**config.mk**
```make
export PLATFORM = sky130hd
export DESIGN_NAME = tcb_argmax_margin_flat
export DESIGN_NICKNAME = d
export VERILOG_FILES = /design/src/rtl/tcb_pkg.sv /design/src/rtl/tcb_argmax_margin_if.sv /design/src/rtl/tcb_top2_update.sv /design/src/rtl/tcb_argmax_margin.sv /design/src/flat_wrapper.sv
export SDC_FILE = /design/constraint.sdc
export NUM_CORES = 2
export LEC_CHECK = 0
export ABC_CLOCK_PERIOD_IN_PS = 22200
export CAP_MARGIN = 30
export CORE_ASPECT_RATIO = 0.7
export CORE_MARGIN = 4
export CORE_UTILIZATION = 50
export CTS_CLUSTER_DIAMETER = 120
export CTS_CLUSTER_SIZE = 12
export DETAILED_ROUTE_END_ITERATION = 6
export PLACE_DENSITY_LB_ADDON = 0.1
export RECOVER_POWER = 100
export SKIP_LAST_GASP = 1
export SYNTH_ARGS = -nofsm -noshare
export SYNTH_HDL_FRONTEND = slang
export SYNTH_SLANG_ARGS = --single-unit
export TNS_END_PERCENT = 100
```
**constraint.sdc**
```tcl
create_clock -name clk -period 22.2 [get_ports clk]
set_input_delay 5.55 -clock clk [delete_from_list [all_inputs] [get_ports clk]]
set_output_delay 5.55 -clock clk [all_outputs]
set_load 0.1 [all_outputs]
```
**src/rtl/tcb_pkg.sv**
```systemverilog
// Shared types and helpers for the TCB classifier back-end.
// Holds the controller state encoding, default score/index widths and the ceil-divide helper.
package tcb_pkg;

  localparam int SCORE_W_DEF = 40;
  localparam int IDX_W_DEF   = 32;

  typedef enum logic [1:0] {
    IDLE = 2'd0,
    SCAN = 2'd1,
    DONE = 2'd2
  } state_t;

  function automatic int ceil_div(input int a, input int b);
    return (a + b - 1) / b;
  endfunction

endpackage

```
**src/rtl/tcb_argmax_margin_if.sv**
```systemverilog
// Frame-in / result-out bundle of the argmax-margin classifier back-end.
// Both sides are valid/ready: a transfer happens on a rising edge where valid and ready are both 1;
// valid is held with stable payload until it is taken, and ready may be given without waiting for valid.
interface tcb_argmax_margin_if #(
  parameter int N_CLASS = 10,
  parameter int SCORE_W = 40,
  parameter int IDX_W   = 32
);
  logic [N_CLASS*SCORE_W-1:0] layer_out;
  logic                       in_valid;
  logic                       in_ready;
  logic [IDX_W-1:0]           predict;
  logic [SCORE_W-1:0]         max_score;
  logic [SCORE_W:0]           margin;
  logic                       out_valid;
  logic                       out_ready;

  modport master (
    output layer_out, in_valid, out_ready,
    input  in_ready, predict, max_score, margin, out_valid
  );

  modport slave (
    input  layer_out, in_valid, out_ready,
    output in_ready, predict, max_score, margin, out_valid
  );
endinterface

```
**src/rtl/tcb_top2_update.sv**
```systemverilog
// One combinational lane of the top-2 tracker: folds a single class score into (best, second, idx).
// Strict signed greater-than keeps the lowest index on a tie and pushes the tied score into second.
module tcb_top2_update #(
  parameter int SCORE_W = 40,
  parameter int IDX_W   = 32
) (
  input  logic signed [SCORE_W-1:0] score,
  input  logic        [IDX_W-1:0]   cls,
  input  logic                      en,
  input  logic signed [SCORE_W-1:0] best,
  input  logic signed [SCORE_W-1:0] second,
  input  logic        [IDX_W-1:0]   idx,
  output logic signed [SCORE_W-1:0] best_nxt,
  output logic signed [SCORE_W-1:0] second_nxt,
  output logic        [IDX_W-1:0]   idx_nxt
);

  always_comb begin
    best_nxt   = best;
    second_nxt = second;
    idx_nxt    = idx;
    if (en) begin
      if (score > best) begin
        second_nxt = best;
        best_nxt   = score;
        idx_nxt    = cls;
      end else if (score > second) begin
        second_nxt = score;
      end
    end
  end

endmodule

```
**src/rtl/tcb_argmax_margin.sv**
```systemverilog
// Classifier back-end: captures a frame of signed scores, scans LANES classes per cycle and
// returns winning index, winning score and best-minus-second margin, held until the consumer takes it.
module tcb_argmax_margin
  import tcb_pkg::*;
#(
  parameter int N_CLASS = 10,
  parameter int SCORE_W = SCORE_W_DEF,
  parameter int LANES   = 2,
  parameter int IDX_W   = IDX_W_DEF
) (
  input  logic                 clk,
  input  logic                 rst,
  tcb_argmax_margin_if.slave   bus,
  output state_t               state_dbg
);

  localparam int S       = ceil_div(N_CLASS, LANES);
  localparam int G_W     = $clog2(S) + 1;
  localparam int FRAME_W = S * LANES * SCORE_W;
  localparam logic signed [SCORE_W-1:0] SCORE_MIN = {1'b1, {(SCORE_W-1){1'b0}}};

  state_t state, state_nxt;
  logic   in_ready, out_valid, accept, last_group;

  // Frame is zero-padded up to a whole number of groups; padded lanes are disabled, never compared.
  logic        [FRAME_W-1:0]  frame;
  logic signed [SCORE_W-1:0]  best, second;
  logic        [IDX_W-1:0]    idx;
  logic        [G_W-1:0]      g;

  logic        [IDX_W-1:0]    predict_r;
  logic        [SCORE_W-1:0]  max_score_r;
  logic        [SCORE_W:0]    margin_r, margin_nxt;

  logic signed [SCORE_W-1:0]  lane_score [LANES];
  logic        [IDX_W-1:0]    lane_cls   [LANES];
  logic                       lane_en    [LANES];
  logic signed [SCORE_W-1:0]  best_c     [LANES+1];
  logic signed [SCORE_W-1:0]  second_c   [LANES+1];
  logic        [IDX_W-1:0]    idx_c      [LANES+1];

  assign accept     = (state == IDLE) && bus.in_valid;
  assign last_group = (g == G_W'(S - 1));

  always_ff @(posedge clk or negedge rst) begin
    if (!rst) state <= IDLE;
    else      state <= state_nxt;
  end

  always_comb begin
    state_nxt = state;
    in_ready  = 1'b0;
    out_valid = 1'b0;
    case (state)
      IDLE: begin
        in_ready = 1'b1;
        if (bus.in_valid) state_nxt = SCAN;
      end
      SCAN: begin
        if (last_group) state_nxt = DONE;
      end
      DONE: begin
        out_valid = 1'b1;
        if (bus.out_ready) state_nxt = IDLE;
      end
      default: state_nxt = IDLE;
    endcase
  end

  // Route the current group's scores onto the lanes; class index follows group*LANES+lane.
  always_comb begin
    for (int l = 0; l < LANES; l++) begin
      lane_score[l] = '0;
      lane_cls[l]   = '0;
      lane_en[l]    = 1'b0;
      for (int gg = 0; gg < S; gg++) begin
        if (g == G_W'(gg)) begin
          lane_score[l] = frame[(gg*LANES+l)*SCORE_W +: SCORE_W];
          lane_cls[l]   = IDX_W'(gg*LANES + l);
          lane_en[l]    = (gg*LANES + l) < N_CLASS;
        end
      end
    end
  end

  assign best_c[0]   = best;
  assign second_c[0] = second;
  assign idx_c[0]    = idx;

  for (genvar l = 0; l < LANES; l++) begin : g_lane
    tcb_top2_update #(.SCORE_W(SCORE_W), .IDX_W(IDX_W)) u_upd (
      .score      (lane_score[l]),
      .cls        (lane_cls[l]),
      .en         (lane_en[l]),
      .best       (best_c[l]),
      .second     (second_c[l]),
      .idx        (idx_c[l]),
      .best_nxt   (best_c[l+1]),
      .second_nxt (second_c[l+1]),
      .idx_nxt    (idx_c[l+1])
    );
  end

  // best >= second always holds, so the sign-extended difference is never negative.
  assign margin_nxt = {best_c[LANES][SCORE_W-1], best_c[LANES]}
                    - {second_c[LANES][SCORE_W-1], second_c[LANES]};

  always_ff @(posedge clk or negedge rst) begin
    if (!rst) begin
      frame       <= '0;
      best        <= SCORE_MIN;
      second      <= SCORE_MIN;
      idx         <= '0;
      g           <= '0;
      predict_r   <= '0;
      max_score_r <= '0;
      margin_r    <= '0;
    end else if (accept) begin
      frame  <= FRAME_W'(bus.layer_out);
      best   <= SCORE_MIN;
      second <= SCORE_MIN;
      idx    <= '0;
      g      <= '0;
    end else if (state == SCAN) begin
      best   <= best_c[LANES];
      second <= second_c[LANES];
      idx    <= idx_c[LANES];
      g      <= g + 1'b1;
      if (last_group) begin
        predict_r   <= idx_c[LANES];
        max_score_r <= best_c[LANES];
        margin_r    <= margin_nxt;
      end
    end
  end

  assign bus.in_ready  = in_ready;
  assign bus.out_valid = out_valid;
  assign bus.predict   = predict_r;
  assign bus.max_score = max_score_r;
  assign bus.margin    = margin_r;
  assign state_dbg     = state;

endmodule

```
**src/flat_wrapper.sv**
```systemverilog
// flat-port wrapper written by rule: the top's interface ports become plain ports
module tcb_argmax_margin_flat import tcb_pkg::*;
#(
  parameter int N_CLASS = 10,
  parameter int SCORE_W = SCORE_W_DEF,
  parameter int LANES   = 2,
  parameter int IDX_W   = IDX_W_DEF
)
  (clk, rst, state_dbg, bus_layer_out, bus_in_valid, bus_out_ready, bus_in_ready, bus_predict, bus_max_score, bus_margin, bus_out_valid);
  tcb_argmax_margin_if #(.N_CLASS(N_CLASS), .SCORE_W(SCORE_W), .IDX_W(IDX_W)) bus_i ();
  input  logic clk;
  input  logic rst;
  output state_t state_dbg;
  input wire logic [$bits(bus_i.layer_out)-1:0] bus_layer_out;
  input wire logic [$bits(bus_i.in_valid)-1:0] bus_in_valid;
  input wire logic [$bits(bus_i.out_ready)-1:0] bus_out_ready;
  output wire logic [$bits(bus_i.in_ready)-1:0] bus_in_ready;
  output wire logic [$bits(bus_i.predict)-1:0] bus_predict;
  output wire logic [$bits(bus_i.max_score)-1:0] bus_max_score;
  output wire logic [$bits(bus_i.margin)-1:0] bus_margin;
  output wire logic [$bits(bus_i.out_valid)-1:0] bus_out_valid;
  assign bus_i.layer_out = bus_layer_out;
  assign bus_i.in_valid = bus_in_valid;
  assign bus_i.out_ready = bus_out_ready;
  assign bus_in_ready = bus_i.in_ready;
  assign bus_predict = bus_i.predict;
  assign bus_max_score = bus_i.max_score;
  assign bus_margin = bus_i.margin;
  assign bus_out_valid = bus_i.out_valid;
  tcb_argmax_margin #(.N_CLASS(N_CLASS), .SCORE_W(SCORE_W), .LANES(LANES), .IDX_W(IDX_W)) u_core (.clk(clk), .rst(rst), .bus(bus_i), .state_dbg(state_dbg));
endmodule
```
==> results.md <==
- The run finished, with violations left.
- The final reports fail on max-capacitance violations, max-slew violations.
- The number of port buffers is 520.
- The via count of the first global-routing pass came to 31361.
- The synthesized netlist devotes 16.5% of its cell area to compound gates.
- The critical-path cell with the highest stage delay is sky130_fd_sc_hd__a21oi_1.
- For the final database, setup skew stands at 36.7 ps.
- The total detailed-routing wirelength is 132 mm.
- The classification of the worst-slack hold path is reg -> reg.
- The die span in y is 228 µm.
- Before antenna repair, the detailed router went through 7 iterations.
- After synthesis the cells add up to 0.0345 mm².
- Summing the areas of all fa, ha and maj instances in the mapped netlist gives 7.38% of the synthesized area.
- The maximum level of the CTS H-tree is 2.
- For this configuration, the core starts out at a cell density of 50.6%.
- The share of synthesized cell area in and, or, nand and nor gates is 23.2%.
- Detailed routing inserted a total of 32573 vias.
- The delay contributed by the slowest stage of the critical path is 2310 ps.
- The worst-path maximum fanout is 50.
- Yosys attributes the largest share of cell area to sky130_fd_sc_hd__dfrtp_1, sky130_fd_sc_hd__nand2_1, sky130_fd_sc_hd__ha_1.
- The synthesized design contains 0 enable-type register cells.
- The top-level I/O count is 521.
- The mean instance size in the synthesized netlist is 8.21 µm².
- The post-synthesis to final-layout area growth is 22.1%.
- The final weighted congestion of routability-driven global placement is 1.06.
- The cell chosen for the clock root is sky130_fd_sc_hd__clkbuf_16.
- The final layout contains 5212 nets.
- The final cycle utilization of the critical path is 75.8%.
- The worst setup path is launched from a register.
- The multiplexer fraction of the synthesized cell area is 1.66%.
- The combined buffer and inverter count along the critical path is 3.
- The sum of overflow across all layers after global routing is 0.
- Counting the fill cells in the layout gives 6032.
- The most frequent standard cell in the layout excluding fill and tap cells is sky130_fd_sc_hd__nand2_1.
- Cells fill 61.8% of the core in the end.
- During synthesis, Yosys emitted a total of 0 warnings.
- The clock-pin transition on the worst setup and hold timing paths is 70 ps.
- The antenna violation net count after detailed routing is 0.
- The biggest area consumer among synthesized cells is sky130_fd_sc_hd__dfrtp_1.
- Clock tree synthesis found a total of 631 sinks.
- By area, the combinational part of the netlist is dominated by simple AND/OR/NAND/NOR gates.
- The total half-perimeter wirelength after legalization and detailed placement is 98.0 mm.
- The number of failing setup endpoints in the final timing report is 0.
- Headroom to the max-slew limit came out at -232%.
- For this run, the top clock speed supported by timing is 59.5 MHz.
- The ratio of routed vias to standard cells is 5.89.
- The endpoint required time on the critical path is 22700 ps.
- The netlist uses 86 different library cells.
- The tool flagged a number of max-cap violations equal to 21.
- The average wire per cell in the routed design is 23.8 µm.
- Global routing consumed, over all layers together, 35.1% of the routing resources.
- The clock period minus worst slack is 16820 ps.
- For this run, the register share of the synthesized area comes to 45.7%.
- The number of antenna violations at the first check in global routing is 3.
- The prevailing post-synth register cell is sky130_fd_sc_hd__dfrtp_1.
- The share of the synthesized area in the top cell type is 45.6%.
- Of all flip-flops after synthesis, the portion carrying an async set or reset was 100%.
- In this run the cell area measured after placement is 0.0407 mm².
- Setup repair after global routing left no endpoint under its margin.
- The number of instances in the synthesized netlist is 4205.
- At the pin with the least slew margin, the transition time is 4980 ps.
- Summing the areas of all xor and xnor instances in the mapped netlist gives 0.863% of the synthesized area.
- The number of CTS-inserted buffers is 58.
- When the netlist entered floorplanning its net count stood at 4812.
- Data arrives at the worst endpoint at 17320 ps.
- The number of setup buffers added after CTS is 0.
- The setup TNS is 0 ps.
- STA classifies the critical path endpoint as a register.
- The worst setup path category is reg -> reg.
- The clock tree from TritonCTS is yes.
- The total of cells resized after clock tree synthesis is 0.
- The hold violation count in the final report is 0.
- The number of max-slew violations in the final report is 1267.
- The count of unresolved DRC violations after routing is 0.
- The floorplan step defined a core boundary enclosing 0.0683 mm².
- The cell that appears most often on the critical path is sky130_fd_sc_hd__a21oi_1.
- Cells with a size suffix above 1 make up 3.33% of the layout.
- After routing the design area is 0.0422 mm².
- The largest net degree at the start of global routing is 157.
- Hold repair after CTS inserted 0 buffers.
- The die is 322 µm wide.
- The top cell types in the final layout, fill and taps aside, are sky130_fd_sc_hd__nand2_1, sky130_fd_sc_hd__dfrtp_1, sky130_fd_sc_hd__clkdlybuf4s50_1.
- The worst-case clock buffer depth is 3.
- For this block, the initial DRC count from the detailed router was 3890.
- The first global-routing pass estimated 197 mm of wire.
- In this run the core area contains 80 standard-cell rows.
- The family with the most delay on the worst path is compound AO/OA/AOI/OAI gates.
- The floorplan step defined a die boundary enclosing 0.0734 mm².
- The synthesized design contains 631 register bits.
- The latest clock arrival within the worst-skew pair is 670 ps.
- OpenSTA, run right after detailed placement, puts the worst setup slack at 9880 ps.
- Across all setup checks in the final design, the least slack found is 5380 ps.
-- final timing paths --
| path | startpoint | to | slack (ps) | depth (start not counted) |
|---|---|---|---|---|
| hold reg to reg | u_core.bus.max_score[38]$_DFFE_PN0P_ | u_core.bus.max_score[38]$_DFFE_PN0P_ | 470 | 2 |
| setup reg to reg | u_core.g[2]$_DFFE_PN0P_ | u_core.bus.margin[39]$_DFFE_PN0P_ | 5380 | 40 |
| setup / recovery | u_core.g[2]$_DFFE_PN0P_ | u_core.bus.margin[39]$_DFFE_PN0P_ | 5380 | 40 |
| hold / removal | u_core.bus.max_score[38]$_DFFE_PN0P_ | u_core.bus.max_score[38]$_DFFE_PN0P_ | 470 | 2 |
| min in group asynchronous | rst | u_core.frame[209]$_DFFE_PN0P_ | 6680 | 1 |
| max in group asynchronous | rst | u_core.bus.predict[17]$_DFFE_PN0P_ | 7330 | 5 |
-- tightest hold or removal path, stage by stage (launching register included) --
cell	delay (ps)
sky130_fd_sc_hd__dfrtp_1	340
sky130_fd_sc_hd__nand2_1	40
sky130_fd_sc_hd__o21ai_0	60
-- stage by stage --
stage | instances | hold slack (ps)
finish | 5526 | 475
global route | 5524 | 486
detailed placement | 5442 | 461
global placement | 5418 | 456
floorplan | 4205 | 440
CTS | 5517 | 475
-- cell usage after synthesis (22+ instances only) --
| library cell | number |
|---|---|
| sky130_fd_sc_hd__inv_1 | 161 |
| sky130_fd_sc_hd__mux2i_1 | 54 |
| sky130_fd_sc_hd__o21ai_0 | 297 |
| sky130_fd_sc_hd__nor2_1 | 208 |
| sky130_fd_sc_hd__nand3_1 | 116 |
| sky130_fd_sc_hd__a211oi_1 | 22 |
| sky130_fd_sc_hd__clkbuf_1 | 221 |
| sky130_fd_sc_hd__ha_1 | 202 |
| sky130_fd_sc_hd__buf_1 | 32 |
| sky130_fd_sc_hd__a22oi_1 | 24 |
| sky130_fd_sc_hd__nand2_1 | 1472 |
| sky130_fd_sc_hd__a21o_1 | 32 |
| sky130_fd_sc_hd__dfrtp_1 | 629 |
| sky130_fd_sc_hd__a221o_1 | 51 |
| sky130_fd_sc_hd__and2_1 | 37 |
| sky130_fd_sc_hd__a221oi_1 | 93 |
| sky130_fd_sc_hd__o22ai_1 | 39 |
| sky130_fd_sc_hd__nor3_1 | 56 |
| sky130_fd_sc_hd__a21oi_1 | 207 |
| sky130_fd_sc_hd__nand4_1 | 36 |
-- kinds of logic after synthesis --
group,Yosys count
muxes,56
xor gates and xnor gates,34
adders and majority gates,203
buffers and inverters,420
DFF,631
AOI/OAI and AO/OA,883
and+or+nand+nor,1978
-- cell type report --
cell class	instances	area (µm²)	share of cell area (%)
multi-input combinational	3154	17100	40.6
sequential	631	15800	37.5
timing repair buffer	599	5910	14.0
clock buffer	73	1550	3.68
tap	902	1130	2.68
inverter	161	604	1.43
clock inverter	2	37.5	0.0890
antenna	4	10.0	0.0237
-- metal layers --
layer	global-route usage [%]	vias up	part of all wire [%]
met5	1.24	-	0.10
met4	10.1	4	3.1
met3	11.5	199	11
met2	51.2	1502	43
met1	50.1	15775	43
li1	-	15093	-
-- flip-flops by register name (all words and copies together) (netlist names) --
| name | count |
|---|---|
| u_core.bus.max_score | 40 |
| u_core.frame | 400 |
| u_core.best | 40 |
| u_core.bus.predict | 32 |
| u_core.g | 4 |
| u_core.idx | 32 |
| u_core.second | 40 |
| u_core.bus.margin | 41 |
| u_core.state_dbg | 2 |
Power is not shown: default switching activity piles up to over one toggle a cycle in this logic, so the estimate is an artifact.
